### src/rtl/line_fetch_engine.sv
// Cache line transfer engine: refills a line from external memory into the data RAM or
// writes a line back from it. Optional per-beat read error reporting via LINE_FETCH_ERR_EN.
module line_fetch_engine #(
    parameter int addr_width = 32,
    parameter int list_depth = 4,
    parameter int data_width = 32,
    parameter int list_width = 32,
    localparam int TW  = $clog2(list_depth),
    localparam int CW  = $clog2(list_width),
    localparam int OFF = $clog2(list_width * data_width / 8)
) (
    input  logic                  clk,
    input  logic                  rst_n,
    input  logic                  fetch_req,
    input  logic [1:0]            fetch_cmd,
    input  logic [TW-1:0]         fetch_tag,
    input  logic [addr_width-1:0] fetch_addr,
    output logic                  fetch_gnt,
    output logic                  fetch_done,
    output logic                  mem_wen,
    output logic [TW+CW-1:0]      mem_waddr,
    output logic [data_width-1:0] mem_wdata,
    input  logic                  mem_wready,
    output logic                  mem_ren,
    output logic [TW+CW-1:0]      mem_raddr,
    input  logic                  mem_rready,
    input  logic [data_width-1:0] mem_rdata,
    input  logic                  mem_rdata_valid,
    output logic                  ext_req,
    output logic                  ext_we,
    output logic [addr_width-1:0] ext_addr,
    input  logic                  ext_gnt,
    input  logic [data_width-1:0] ext_rdata,
    input  logic                  ext_rvalid,
    output logic                  ext_rready,
    output logic [data_width-1:0] ext_wdata,
    output logic                  ext_wvalid,
    input  logic                  ext_wready
`ifdef LINE_FETCH_ERR_EN
    ,
    input  logic                  ext_rerr,
    output logic                  fetch_err
`endif
);

    // state   | meaning
    // IDLE    | waiting for fetch_req
    // EXT_REQ | external burst request outstanding
    // RD_DATA | refill beats external -> data RAM
    // WB_RD   | issue data RAM read for word cnt
    // WB_WAIT | wait for data RAM read return
    // WB_PUSH | present buffered word to external memory
    // DONE    | one-cycle completion pulse
    typedef enum logic [2:0] {
        IDLE, EXT_REQ, RD_DATA, WB_RD, WB_WAIT, WB_PUSH, DONE
    } state_t;

    localparam logic [CW-1:0] LAST = CW'(list_width - 1);

    state_t                  state, state_nxt;
    logic [1:0]              cmd_q;
    logic [TW-1:0]           tag_q;
    logic [addr_width-1:0]   addr_q;
    logic [CW-1:0]           cnt;
    logic [data_width-1:0]   buf_q;
    logic                    beat_ok;
    logic                    beat_bad;
    logic                    unused_addr_bits;

    // Byte offset within the line never leaves the block.
    assign unused_addr_bits = ^fetch_addr[OFF-1:0];

    assign fetch_gnt = (state == IDLE) && rst_n;
    assign beat_ok   = ext_rvalid && mem_wready;

`ifdef LINE_FETCH_ERR_EN
    logic err_q;
    assign beat_bad  = ext_rerr;
    assign fetch_err = err_q;
`else
    assign beat_bad  = 1'b0;
`endif

    always_ff @(posedge clk or negedge rst_n) begin
        if (!rst_n) begin
            state  <= IDLE;
            cmd_q  <= '0;
            tag_q  <= '0;
            addr_q <= '0;
            cnt    <= '0;
            buf_q  <= '0;
`ifdef LINE_FETCH_ERR_EN
            err_q  <= 1'b0;
`endif
        end else begin
            state <= state_nxt;
            case (state)
                IDLE: begin
                    if (fetch_req && fetch_gnt) begin
                        cmd_q  <= fetch_cmd;
                        tag_q  <= fetch_tag;
                        addr_q <= {fetch_addr[addr_width-1:OFF], {OFF{1'b0}}};
                        cnt    <= '0;
`ifdef LINE_FETCH_ERR_EN
                        err_q  <= 1'b0;
`endif
                    end
                end
                RD_DATA: begin
                    if (beat_ok) begin
                        cnt <= cnt + 1'b1;
`ifdef LINE_FETCH_ERR_EN
                        if (beat_bad) err_q <= 1'b1;
`endif
                    end
                end
                WB_WAIT: if (mem_rdata_valid) buf_q <= mem_rdata;
                WB_PUSH: if (ext_wready) cnt <= cnt + 1'b1;
                default: ;
            endcase
        end
    end

    always_comb begin
        state_nxt  = state;
        fetch_done = 1'b0;
        mem_wen    = 1'b0;
        mem_waddr  = '0;
        mem_wdata  = '0;
        mem_ren    = 1'b0;
        mem_raddr  = '0;
        ext_req    = 1'b0;
        ext_we     = 1'b0;
        ext_addr   = '0;
        ext_rready = 1'b0;
        ext_wdata  = '0;
        ext_wvalid = 1'b0;
        case (state)
            IDLE: begin
                if (fetch_req && fetch_gnt)
                    state_nxt = fetch_cmd[1] ? DONE : EXT_REQ;
            end
            EXT_REQ: begin
                ext_req  = 1'b1;
                ext_addr = addr_q;
                ext_we   = (cmd_q == 2'b00);
                if (ext_gnt)
                    state_nxt = (cmd_q == 2'b01) ? RD_DATA : WB_RD;
            end
            RD_DATA: begin
                ext_rready = mem_wready;
                // An errored beat is still consumed, it just never reaches the RAM.
                mem_wen    = ext_rvalid && !beat_bad;
                mem_wdata  = ext_rdata;
                mem_waddr  = {tag_q, cnt};
                if (beat_ok && cnt == LAST)
                    state_nxt = DONE;
            end
            WB_RD: begin
                mem_ren   = 1'b1;
                mem_raddr = {tag_q, cnt};
                if (mem_rready)
                    state_nxt = WB_WAIT;
            end
            WB_WAIT: begin
                if (mem_rdata_valid)
                    state_nxt = WB_PUSH;
            end
            WB_PUSH: begin
                ext_wvalid = 1'b1;
                ext_wdata  = buf_q;
                if (ext_wready)
                    state_nxt = (cnt == LAST) ? DONE : WB_RD;
            end
            DONE: begin
                fetch_done = 1'b1;
                state_nxt  = IDLE;
            end
            default: state_nxt = IDLE;
        endcase
    end

endmodule

### config.mk
export PLATFORM = sky130hd
export DESIGN_NAME = line_fetch_engine
export DESIGN_NICKNAME = d
export VERILOG_FILES = /design/src/rtl/line_fetch_engine.sv
export SDC_FILE = /design/constraint.sdc
export NUM_CORES = 1
export LEC_CHECK = 0
export CELL_PAD_IN_SITES_DETAIL_PLACEMENT = 1
export CELL_PAD_IN_SITES_GLOBAL_PLACEMENT = 2
export CORE_AREA = 2 2 137 139
export DETAILED_ROUTE_END_ITERATION = 16
export DIE_AREA = 0 0 139 141
export PLACE_DENSITY_LB_ADDON = 0.1
export SLEW_MARGIN = 40
export SYNTH_ARGS = -nofsm -noshare
export SYNTH_HDL_FRONTEND = slang
export SYNTH_SLANG_ARGS = --single-unit
export TNS_END_PERCENT = 1
### constraint.sdc
create_clock -name clk -period 2.1 [get_ports clk]
set_input_delay 0.42 -clock clk [delete_from_list [all_inputs] [get_ports clk]]
set_output_delay 0.42 -clock clk [all_outputs]
set_load 0.01 [all_outputs]
==> run_results.csv <==
group,metric,value,unit
global_route,first_global_vias,3556,
final_layout,nets,676,
final_layout,drive_gt1_share,37.5,%
detailed_routing,ant_nets,0,
logic_synthesis,syn_inst,329,
final_layout,final_area,6540,µm²
job,drv_cap,0,
cts,clockRootBuffer,"clkbuf_16",
final_layout,fin_cells,802,
power,power_frac_comb,46.8,%
floorplan,start_util,20.4,%
logic_synthesis,synthArstFlopShare,100,%
place,placed_cell_area,6210,µm²
power,power.total,7.07,mW
cts,clkTransAtPathRegs,0.05,ns
floorplan,dieWidth,139,µm
timing,hold_violations,0,
timing,period_needed,2.18,ns
critical_path,cp.arrival,1.76,ns
detailed_routing,firstDrtPassIters,4,
timing,timing.setup.tns,-0.261,ns
detailed_routing,routed-via-count,3355,
cts,cts_buffers,9,
critical_path,r2r_cells,7,
timing,min_period_over_period,104,%
global_route,track_usage,13.0,%
cts,cts_hold_buffers,0,
cts,clockBufferDepth,2,
worst_hold_path,hold_path.class,"input port to asynchronous set/reset pin",
place,gp_congestion,0.789,
place,dp_hpwl,9000,µm
detailed_routing,wl_per_cell,16.2,µm
logic_synthesis,ys_types,42,
floorplan,die-area,19600,µm²
critical_path,startpoint_type,"register",
detailed_routing,drc,0,
timing,finalSetupViolCount,14,
detailed_routing,drtIter0Drc,72,
timing,max_freq,460,MHz
timing,hold_ws,0.132,ns
cts,clock_sinks,69,
logic_synthesis,synth_edf_count,0,
detailed_routing,vias_per_cell,4.18,
power,p_leak,3.16,nW
place,portBuffers,212,
timing,rsz0062_at_grt,"yes",
critical_path,required,1.68,ns
cts,cts_tree,"done",
critical_path,worstPathMaxFanout,8,
critical_path,critPathCapture,"ext_wdata[23]",
floorplan,core-area,18300,µm²
critical_path,reg2reg_to,"state[0]",
run_status,violations,"setup timing",
timing,drv_slew,0,
power,irDropWorstVdd,414,µV
critical_path,r2r_setup_slack,0.21,ns
cts,h-tree-depth,3,
logic_synthesis,synth-seq-area-share,46.4,%
global_route,antenna_found_initial,0,
logic_synthesis,ys_warn_count,0,
timing,fin_ws,-0.0755,ns
critical_path,critPathLaunch,"state[2]",
final_layout,diodes,0,
final_layout,syn_to_final_growth,75.5,%
floorplan,die_y,141,µm
power,power_density,1080,nW/µm²
floorplan,ios,227,
critical_path,r2r_start,"cnt[0]",
place,dp.cells,773,
logic_synthesis,netlist_area,3720,µm²
global_route,grt_pass1_wl,19800,µm
power,clkPwrFrac,20.0,%
logic_synthesis,synth-seq-cells,69,
global_route,grt_max_degree,49,
power,power.switching,2.32,mW
power,seqPwrFrac,33.2,%
logic_synthesis,synth-main-ff-cell,"dfrtp_1",
power,power.internal,4.75,mW
timing,max_slew_margin,54.5,%
cts,insertion_delay,0.33,ns
run_status,outcome,"finished with violations",
global_route,grt_overflow,0,
floorplan,num_rows,50,
critical_path,critPathKind,"register to output pin",
timing,fin_skew,0.00291,ns
critical_path,cp-end-kind,"output pin",
timing,worst_pin_slew,0.682,ns
final_layout,final_cell_mix,"clkdlybuf4s50_1, dfrtp_1, and2_1",
detailed_routing,wl,13000,µm
power,p_sw_share,32.8,%
logic_synthesis,synth_area_per_cell,11.3,µm²
final_layout,layout_commonest_cell,"clkdlybuf4s50_1",
-- worst max-delay path, cell delays in order, from the launching register on --
cell and delay [ns]:
dfrtp_1 0.39, buf_6 0.13, and3b_2 0.25, buf_12 0.15
buf_12 0.14, buf_6 0.11, and2_4 0.13, buf_6 0.11
-- layout make-up --
class	instances	area, µm²
flip-flops and latches	69	1730
clock buffers	12	256
clock inverters	2	10.0
well taps	234	293
inverters	3	11.3
fillers	2047	11700
multi-input cells	235	1960
repair buffers	247	2270
-- timing repair --
action | in CTS | in global routing
gates resized for setup | 417 | 85
endpoints found under the setup margin | 111 | 78
pin swaps | 5 | 24
setup buffers | 10 | 2
gates cloned | 2 | 1
-- stage by stage --
step | worst slack, ns | util (%)
3_5_place_dp | -0.0695 | 34.0
6_report | -0.0755 | 35.8
3_3_place_gp | -0.0465 | 34.0
5_1_grt | -0.133 | 35.8
4_1_cts | -0.126 | 34.4
2_1_floorplan | 0.303 | -
-- sequential cells by signal, summed over array words and instances, names as in the netlist --
name	count
addr_q	25
buf_q	32
cmd_q	2
cnt	5
state	3
tag_q	2
-- how the worst min path moves through the flow --
stage / to / slack [ns]
after CTS: cmd_q[1] / 0.13
after detailed placement: buf_q[6] / 0.47
after floorplan: addr_q[10] / 0.12
final: cmd_q[1] / 0.13
after global routing: cnt[3] / 0.15
after global placement: buf_q[26] / 0.46
-- kinds of logic after synthesis --
group,share of synthesized area [%]
buffers and inverters,4.87
adders and majority gates,0.672
and+or+nand+nor,23.6
muxes,20.4
DFF,46.4
other,0.101
AOI/OAI and AO/OA,3.96
-- power groups by stage --
stage / sequential [mW] / clock, mW / combinational [mW]
floorplan: 2.21 / 0 / 1.71
global route: 2.45 / 1.54 / 3.60
global placement: 2.30 / 0 / 3.13
CTS: 2.34 / 1.48 / 3.18
detailed placement: 2.35 / 0 / 3.19
finish: 2.35 / 1.41 / 3.31
-- synth_stat cells, types with 4 or more instances --
library cell	count	share of area, %
o21ai_0	4	0.54
and3_1	8	1.3
clkbuf_1	10	1.0
nand3_1	7	0.94
buf_4	12	2.4
mux2_4	11	4.4
and2_1	98	16
buf_2	4	0.54
mux2_1	51	15
nand2_1	9	0.91
dfrtp_1	69	46
nor2_1	4	0.40
-- per-layer routing --
metal	up-vias	part of all wire, %	global-route usage (%)
li1	1563	-	-
met1	1643	42	15.3
met2	140	49	22.6
met3	9	7.1	3.97
met4	0	1.4	4.47
met5	-	0	0
Power figures use the tool's default switching activity.
